**config.mk**
```make
export PLATFORM = sky130hd
export DESIGN_NAME = button_input_flat
export DESIGN_NICKNAME = d
export VERILOG_FILES = /design/src/rtl/button_input_pkg.sv /design/src/rtl/button_input_if.sv /design/src/rtl/button_input_debounce_bit.sv /design/src/rtl/button_input.sv /design/src/flat_wrapper.sv
export SDC_FILE = /design/constraint.sdc
export NUM_CORES = 1
export LEC_CHECK = 0
export ABC_AREA = 0
export CAP_MARGIN = 5
export CORE_MARGIN = 1.5
export CORE_UTILIZATION = 51
export CTS_BUF_LIST = sky130_fd_sc_hd__clkbuf_8
export DETAILED_ROUTE_END_ITERATION = 6
export PLACE_DENSITY = 0.78
export SYNTH_ARGS = -nofsm -noshare
export SYNTH_HDL_FRONTEND = slang
export SYNTH_SLANG_ARGS = --single-unit
```
**constraint.sdc**
```tcl
create_clock -name clk -period 2.5 [get_ports clk]
set_clock_uncertainty 0.05 [all_clocks]
set_input_delay 0.5 -clock clk [delete_from_list [all_inputs] [get_ports clk]]
set_output_delay 0.5 -clock clk [all_outputs]
set_load 0.02 [all_outputs]
```
**src/rtl/button_input_pkg.sv**
```systemverilog
// Shared I/O definitions for memory-mapped peripherals on the 8-bit CPU bus:
// register offsets, default base address and the address decode helper.
package button_input_pkg;

  localparam logic [7:0] DEFAULT_BASE_ADDR = 8'h0B;
  localparam logic [7:0] STATUS_OFFSET     = 8'h00;
  localparam logic [7:0] EVENT_OFFSET      = 8'h01;

  typedef enum logic [1:0] {
    SEL_STATUS,
    SEL_EVENT,
    SEL_NONE
  } reg_sel_e;

  // Offset is taken modulo 256, so a base of 8'hFF places EVENT at 8'h00.
  function automatic reg_sel_e decode_addr(input logic [7:0] addr,
                                           input logic [7:0] base);
    logic [7:0] offset;
    offset = addr - base;
    if (offset == STATUS_OFFSET)     return SEL_STATUS;
    else if (offset == EVENT_OFFSET) return SEL_EVENT;
    else                             return SEL_NONE;
  endfunction

endpackage

```
**src/rtl/button_input_if.sv**
```systemverilog
// 8-bit CPU I/O bus: address, write strobe, write data and read data.
interface button_input_if #(
  parameter int DATA_W = 8
);
  logic [7:0]        addr;
  logic              write_en;
  logic [DATA_W-1:0] din;
  logic [DATA_W-1:0] dout;

  modport master (output addr, output write_en, output din, input dout);
  modport slave  (input addr, input write_en, input din, output dout);
endinterface

```
**src/rtl/button_input_debounce_bit.sv**
```systemverilog
// One input channel: two-flop synchroniser, hold-time debounce counter,
// qualified stable level and a single-cycle pulse on each 0->1 qualification.
module debounce_bit #(
  parameter int DEBOUNCE_CYCLES = 16,
  parameter int CNT_WIDTH       = 5
) (
  input  logic clk,
  input  logic rst,
  input  logic i_btn,
  output logic o_stable,
  output logic o_rise
);

  localparam logic [CNT_WIDTH-1:0] CNT_MAX = CNT_WIDTH'(DEBOUNCE_CYCLES - 1);

  logic                 r_sync1;
  logic                 r_sync2;
  logic                 r_stable;
  logic [CNT_WIDTH-1:0] r_cnt;
  logic                 w_qualify;

  // Asserted in the cycle before stable flips, so the event lands on the same edge.
  assign w_qualify = (r_sync2 != r_stable) && (r_cnt == CNT_MAX);
  assign o_rise    = w_qualify && r_sync2;
  assign o_stable  = r_stable;

  always_ff @(posedge clk) begin
    if (!rst) begin
      r_sync1  <= 1'b0;
      r_sync2  <= 1'b0;
      r_stable <= 1'b0;
      r_cnt    <= '0;
    end else begin
      r_sync1 <= i_btn;
      r_sync2 <= r_sync1;
      if (r_sync2 == r_stable) begin
        r_cnt <= '0;
      end else if (w_qualify) begin
        r_stable <= r_sync2;
        r_cnt    <= '0;
      end else begin
        r_cnt <= r_cnt + CNT_WIDTH'(1);
      end
    end
  end

endmodule

```
**src/rtl/button_input.sv**
```systemverilog
// Memory-mapped button input port: debounced STATUS levels plus a sticky,
// write-1-to-clear EVENT register of press events with a pending flag.
module button_input
  import button_input_pkg::*;
#(
  parameter logic [7:0] BASE_ADDR       = DEFAULT_BASE_ADDR,
  parameter int         data_width      = 8,
  parameter int         DEBOUNCE_CYCLES = 16,
  parameter int         CNT_WIDTH       = 5
) (
  input  logic                  clk,
  input  logic                  rst,
  button_input_if.slave         bus,
  input  logic [data_width-1:0] i_btn_in,
  output logic                  o_event_pend
);

  logic [data_width-1:0] w_stable;
  logic [data_width-1:0] w_rise;
  logic [data_width-1:0] w_clr_mask;
  logic [data_width-1:0] w_event_next;
  logic [data_width-1:0] r_event;
  logic                  r_event_pend;
  reg_sel_e              w_sel;

  for (genvar i = 0; i < data_width; i++) begin : g_bit
    debounce_bit #(
      .DEBOUNCE_CYCLES(DEBOUNCE_CYCLES),
      .CNT_WIDTH      (CNT_WIDTH)
    ) u_debounce (
      .clk     (clk),
      .rst     (rst),
      .i_btn   (i_btn_in[i]),
      .o_stable(w_stable[i]),
      .o_rise  (w_rise[i])
    );
  end

  assign w_sel = decode_addr(bus.addr, BASE_ADDR);

  // A new press outranks a clear of the same bit in the same cycle.
  always_comb begin
    w_clr_mask = '0;
    if (bus.write_en && (w_sel == SEL_EVENT)) begin
      w_clr_mask = bus.din;
    end
    w_event_next = (r_event & ~w_clr_mask) | w_rise;
  end

  always_ff @(posedge clk) begin
    if (!rst) begin
      r_event      <= '0;
      r_event_pend <= 1'b0;
    end else begin
      r_event      <= w_event_next;
      r_event_pend <= |w_event_next;
    end
  end

  assign o_event_pend = r_event_pend;

  always_comb begin
    bus.dout = '0;
    case (w_sel)
      SEL_STATUS: bus.dout = w_stable;
      SEL_EVENT:  bus.dout = r_event;
      default:    bus.dout = '0;
    endcase
  end

endmodule
```
**src/flat_wrapper.sv**
```systemverilog
// flat-port wrapper written by rule: the top's interface ports become plain ports
module button_input_flat import button_input_pkg::*;
#(
  parameter logic [7:0] BASE_ADDR       = DEFAULT_BASE_ADDR,
  parameter int         data_width      = 8,
  parameter int         DEBOUNCE_CYCLES = 16,
  parameter int         CNT_WIDTH       = 5
)
  (clk, rst, i_btn_in, o_event_pend, bus_addr, bus_write_en, bus_din, bus_dout);
  button_input_if bus_i ();
  input  logic clk;
  input  logic rst;
  input  logic [data_width-1:0] i_btn_in;
  output logic o_event_pend;
  input wire logic [$bits(bus_i.addr)-1:0] bus_addr;
  input wire logic [$bits(bus_i.write_en)-1:0] bus_write_en;
  input wire logic [$bits(bus_i.din)-1:0] bus_din;
  output wire logic [$bits(bus_i.dout)-1:0] bus_dout;
  assign bus_i.addr = bus_addr;
  assign bus_i.write_en = bus_write_en;
  assign bus_i.din = bus_din;
  assign bus_dout = bus_i.dout;
  button_input #(.BASE_ADDR(BASE_ADDR), .data_width(data_width), .DEBOUNCE_CYCLES(DEBOUNCE_CYCLES), .CNT_WIDTH(CNT_WIDTH)) u_core (.clk(clk), .rst(rst), .bus(bus_i), .i_btn_in(i_btn_in), .o_event_pend(o_event_pend));
endmodule
```
* After elaboration in Yosys (flattened, before gate mapping)
Cells that the tools add are included.
** Storage, ports and cells
- Register bits after elaboration :: 73
- Input bits :: 27
- Output and inout bits :: 9
- Word-level logic and storage cells :: 121
** Cells by class
- Add/subtract/negate cells :: 9
- Equal/unequal tests :: 26
- Multiplexer cells :: 4
- Bitwise operators :: 12
- Reductions and logical operators :: 36
** Operators by type and width (count)
- $add 5x1->5 const B :: 8
- $eq 5x4->1 const B :: 8
- $reduce_or 3->1 :: 8
- $logic_and 1x1->1 :: 17
- $pmux 8 s2 :: 1
- $reduce_and 2->1 :: 8
- $not 1->1 :: 9
- $and 8x8->8 :: 1
- $eq 1x1->1 :: 8
- $eq 8x1->1 const B :: 1
- $logic_not 8->1 :: 1
- $mux 8 :: 1
- $ne 1x1->1 :: 8
- $not 8->8 :: 1
- $or 8x8->8 :: 1
- $reduce_or 8->1 :: 1
- $sub 8x4->8 const B :: 1
- $mux 2 :: 2
- $eq 2x1->1 const B :: 1
- $logic_not 2->1 :: 1

* Logic depth before layout (Yosys ltp)
- Depth in word-level cells :: 11
- Gate-level depth with buffers :: 8
- Mapped depth without buffers :: 8

* Cells and area by module
A second synthesis with hierarchy kept.
** Unflattened totals
- Cell total of the unflattened synthesis :: 289
- Area, all modules :: 2879.0 um^2
** Modules (own cells, without submodules)
- debounce_bit :: instances 8, cells an instance 29, area each 294.0 um^2, sequential area each 160.2 um^2
- button_input :: instances 1, cells an instance 57, area each 526.8 um^2, sequential area each 180.2 um^2

* Worst setup path after synthesis
No wires, ideal clock.
- Kind :: input-to-output
- Start :: input bus_addr[3]
- End :: output bus_dout[0]
- Arrival time :: 2129 ps
- Setup slack :: -179 ps
- Cell stages on the path :: 5
- Path buffers :: 0
- Cells stage by stage :: or2b_1 o221ai_4 nand2_1 nor4_1 a22o_1
** Between the ends
- Cells in the longest elaborated chain, start to end :: 6
- Elaborated cells on any way between the ends :: 8
- Those cells by class :: add/sub: 1; eq/ne: 2; mux: 3; reduce/logical: 2
** RTL lines
- from (decl) :: RTL line flat_wrapper.sv:15 : input wire logic [$bits(bus_i.addr)-1:0] bus_addr;
- $sub 8x4->8 (*) :: RTL line button_input_pkg.sv:19 : offset = addr - base;
- $eq 8x1->1 :: RTL line button_input_pkg.sv:21 : else if (offset == EVENT_OFFSET) return SEL_EVENT;
- $mux 2 :: RTL line button_input_pkg.sv:21
- $mux 2 (*) :: RTL line button_input_pkg.sv:20 : if (offset == STATUS_OFFSET) return SEL_STATUS;
- $eq 2x1->1 / $logic_not 2->1 (equally long branches) :: RTL line button_input.sv:64 : case (w_sel)
- $pmux 8 s2 (*) :: RTL line button_input.sv:64
- to (decl) :: RTL line flat_wrapper.sv:18 : output wire logic [$bits(bus_i.dout)-1:0] bus_dout;
Every way passes the cells marked *; elsewhere a longest branch is shown, timed or not.

* Worst setup path in the final report
- Start :: input bus_addr[0]
- End :: output bus_dout[2]
The elaborated chain is that of the path after synthesis.

==> out/results.txt <==
All-Layer GR Usage -> 0.193
DRT antenna net count -> 0
dpl ws -> -792 ps
core area -> 0.00547 mm²
Layout Nets -> 392
RSZ-0062 raised after global routing -> yes
first-pass GRT wire length -> 9.16 mm
crit path kind -> primary input to output port
Site Rows -> 27
FF/Latch Area -> 0.00146 mm²
DRC viols -> 0
Tmin final -> 2390 ps
leakage -> 1.53 nW
Initial Util -> 0.526
dpl cell area -> 0.00341 mm²
final worst setup slack -> 105 ps
Final period util -> 0.958
final instance area -> 0.00368 mm²
Final Max Tran Viols -> 0
max cap viols -> 0
final WL -> 5.15 mm
Sink Count -> 73
Fin Setup TNS -> 0 ps
Die Ht -> 78.1 µm
largest net degree at the start of global routing -> 35
main flop type after synthesis -> dfxtp_1
FILL cells -> 462
Power Total -> 2.33 mW
Critical Path AT -> 1840 ps
# setup viols final -> 0
multi-input logic area -> 0.00136 mm²
Worst EP required -> 1950 ps
syn nets -> 332
wire length per cell -> 12.1 µm
Initial DRC Count -> 66
DP HPWL -> 3.69 mm
clk buf depth -> 2
maximum vdd ir drop -> 0.000387 V
top cells by count, synth -> dfxtp_1, nor2_1, and2_1, inv_1
First-pass DRT Iterations -> 4
unique cell type count in the Yosys netlist -> 30
via count -> 2,116
fmax -> 0.418 GHz
most frequent cell after synthesis -> dfxtp_1
Slew @ Worst Pin -> 297 ps
worst path buffer plus inverter count -> 3
hold crit path type -> flip-flop to flip-flop
Placed Cells -> 405
Crit. End Element -> output port
outcome -> finished clean
Slew HR -> 0.802
Hold Vio Cnt, Final -> 0
IO Port Bufs -> 35
I/O pin cnt -> 36
average cell area after synthesis -> 9.96 µm²
number of buffers created by CTS -> 9
part of the Yosys area used for sequential elements -> 0.508
antenna violations before repair -> 0
Yosys reg bits -> 73
remaining global-route overflow -> 0
leading post-synthesis cells by cell area -> dfxtp_1, ha_1, and2_1
CTS tree -> yes
Yosys top cell area share -> 0.508
number of flops mapped to enable cells by yosys -> 0
Worst-Skew Late Latency -> 340 ps
vias in the first global route -> 2,048
ANT cells -> 0
post-synth top area cell -> dfxtp_1
final RePlAce weighted congestion -> 0.728
CP Max Fanout -> 4
Syn-to-layout area delta -> 27.7%
fraction of registers with async set/reset -> 0
CP max stage delay -> 240 ps
cell family with most CP delay -> simple AND/OR/NAND/NOR gates
Mapped Area -> 0.00288 mm²
die width -> 78.1 µm
CTS root buffer -> clkbuf_8
Mapped Cells -> 289
H-tree Lvls -> 3
crit start category -> primary input
cells along the critical path -> clkdlybuf4s15_2, and2_4, o221ai_4, nand2_2, nor4_4, buf_4, a22o_1, buf_6
Syn. warnings -> 0
die area -> 0.00611 mm²
vias per std cell -> 4.97
PD cells -> 633 mW/mm²
Worst-path clk slew -> 80 ps
fraction of layout cells with a size suffix above 1 -> 0.158
Slowest cell on crit path -> nor4_4
Non-Filler Instances -> 426
-- metrics by stage --
stage | hold slack (ps) | util
2_1_floorplan | 362 | -
3_3_place_gp | 364 | 0.623
3_5_place_dp | 370 | 0.623
4_1_cts | 380 | 0.669
5_1_grt | 401 | 0.672
6_report | 375 | 0.672
-- registers in the layout, summed over array words and instances, names as in the netlist --
name                              cells
u_core.g_bit.u_debounce.r_sync2       8
u_core.g_bit.u_debounce.r_sync1       8
u_core.o_event_pend                   1
u_core.g_bit.u_debounce.o_stable      8
u_core.g_bit.u_debounce.r_cnt        40
u_core.r_event                        8
-- power by group --
part | switching, mW | total (mW) | leakage (nW) | internal (mW)
clock network | 0.417 | 1.03 | 0.115 | 0.613
registers | 0.00772 | 1.19 | 0.592 | 1.18
logic | 0.0462 | 0.113 | 0.820 | 0.0671
total | 0.471 | 2.33 | 1.53 | 1.86
-- cells by family (layout without fill, tap and decap cells) --
family | count (synthesis) | count (layout) | share of synthesized area
AND/OR/NAND/NOR | 123 | 123 | 0.233
XOR/XNOR | 24 | 24 | 0.0730
flip-flops | 73 | 73 | 0.508
buffers and inverters | 23 | 88 | 0.0300
AO/OA/AOI/OAI | 30 | 30 | 0.0869
adder cells (fa/ha/maj) | 16 | 16 | 0.0695
-- routing by layer --
metal / vias up / part of all wire / track usage / wire (µm)
li1: 1085 / - / - / -
met1: 963 / 0.46 / 0.232 / 2380
met2: 53 / 0.46 / 0.311 / 2360
met3: 15 / 0.051 / 0.0500 / 261
met4: 0 / 0.029 / 0.114 / 148
met5: - / 0 / 0 / 0
-- final cells by class --
type	count	area share
Sequential cell	73	0.397
Multi-Input combinational cell	193	0.370
Timing Repair Buffer	53	0.127
Clock buffer	11	0.0412
Tap cell	72	0.0245
Clock inverter	5	0.0211
Inverter	19	0.0194
-- timing repair --
action,CTS,global route
gates resized for setup,63,5
pin swaps,6,5
buffers inserted,4,1
hold endpoints to repair,0,0
setup endpoints to repair,9,9
hold buffers,0,0
-- final timing paths --
path | startpoint | end | slack, ps | depth (start not counted)
setup reg to reg | u_core.g_bit[4].u_debounce.r_cnt[0]$_SDFF_PP0_ | u_core.o_event_pend$_SDFF_PN0_ | 170 | 8
hold / removal | u_core.g_bit[7].u_debounce.r_sync1$_SDFF_PN0_ | u_core.g_bit[7].u_debounce.r_sync2$_SDFF_PN0_ | 370 | 1
hold reg to reg | u_core.g_bit[7].u_debounce.r_sync1$_SDFF_PN0_ | u_core.g_bit[7].u_debounce.r_sync2$_SDFF_PN0_ | 370 | 1
setup / recovery | bus_addr[0] | bus_dout[2] | 110 | 8
-- placed cells by master, fill, tap and decap left out, types with 2 or more instances in the layout --
cell type,n
xor2_1,16
nand4_1,5
buf_4,23
clkinv_2,2
clkdlybuf4s15_2,2
and3_1,8
nand3_1,8
dlygate4sd2_1,3
bufinv_16,2
a22o_1,8
clkdlybuf4s50_1,19
and2_1,24
clkbuf_8,11
nand2_1,9
nand3b_1,9
o2bb2ai_1,5
ha_1,16
nand2b_1,9
dfxtp_1,73
nor2_1,41
buf_6,4
o21ai_0,4
xnor2_1,8
inv_1,19
a21boi_0,8
(Power assumes the default switching activity.)
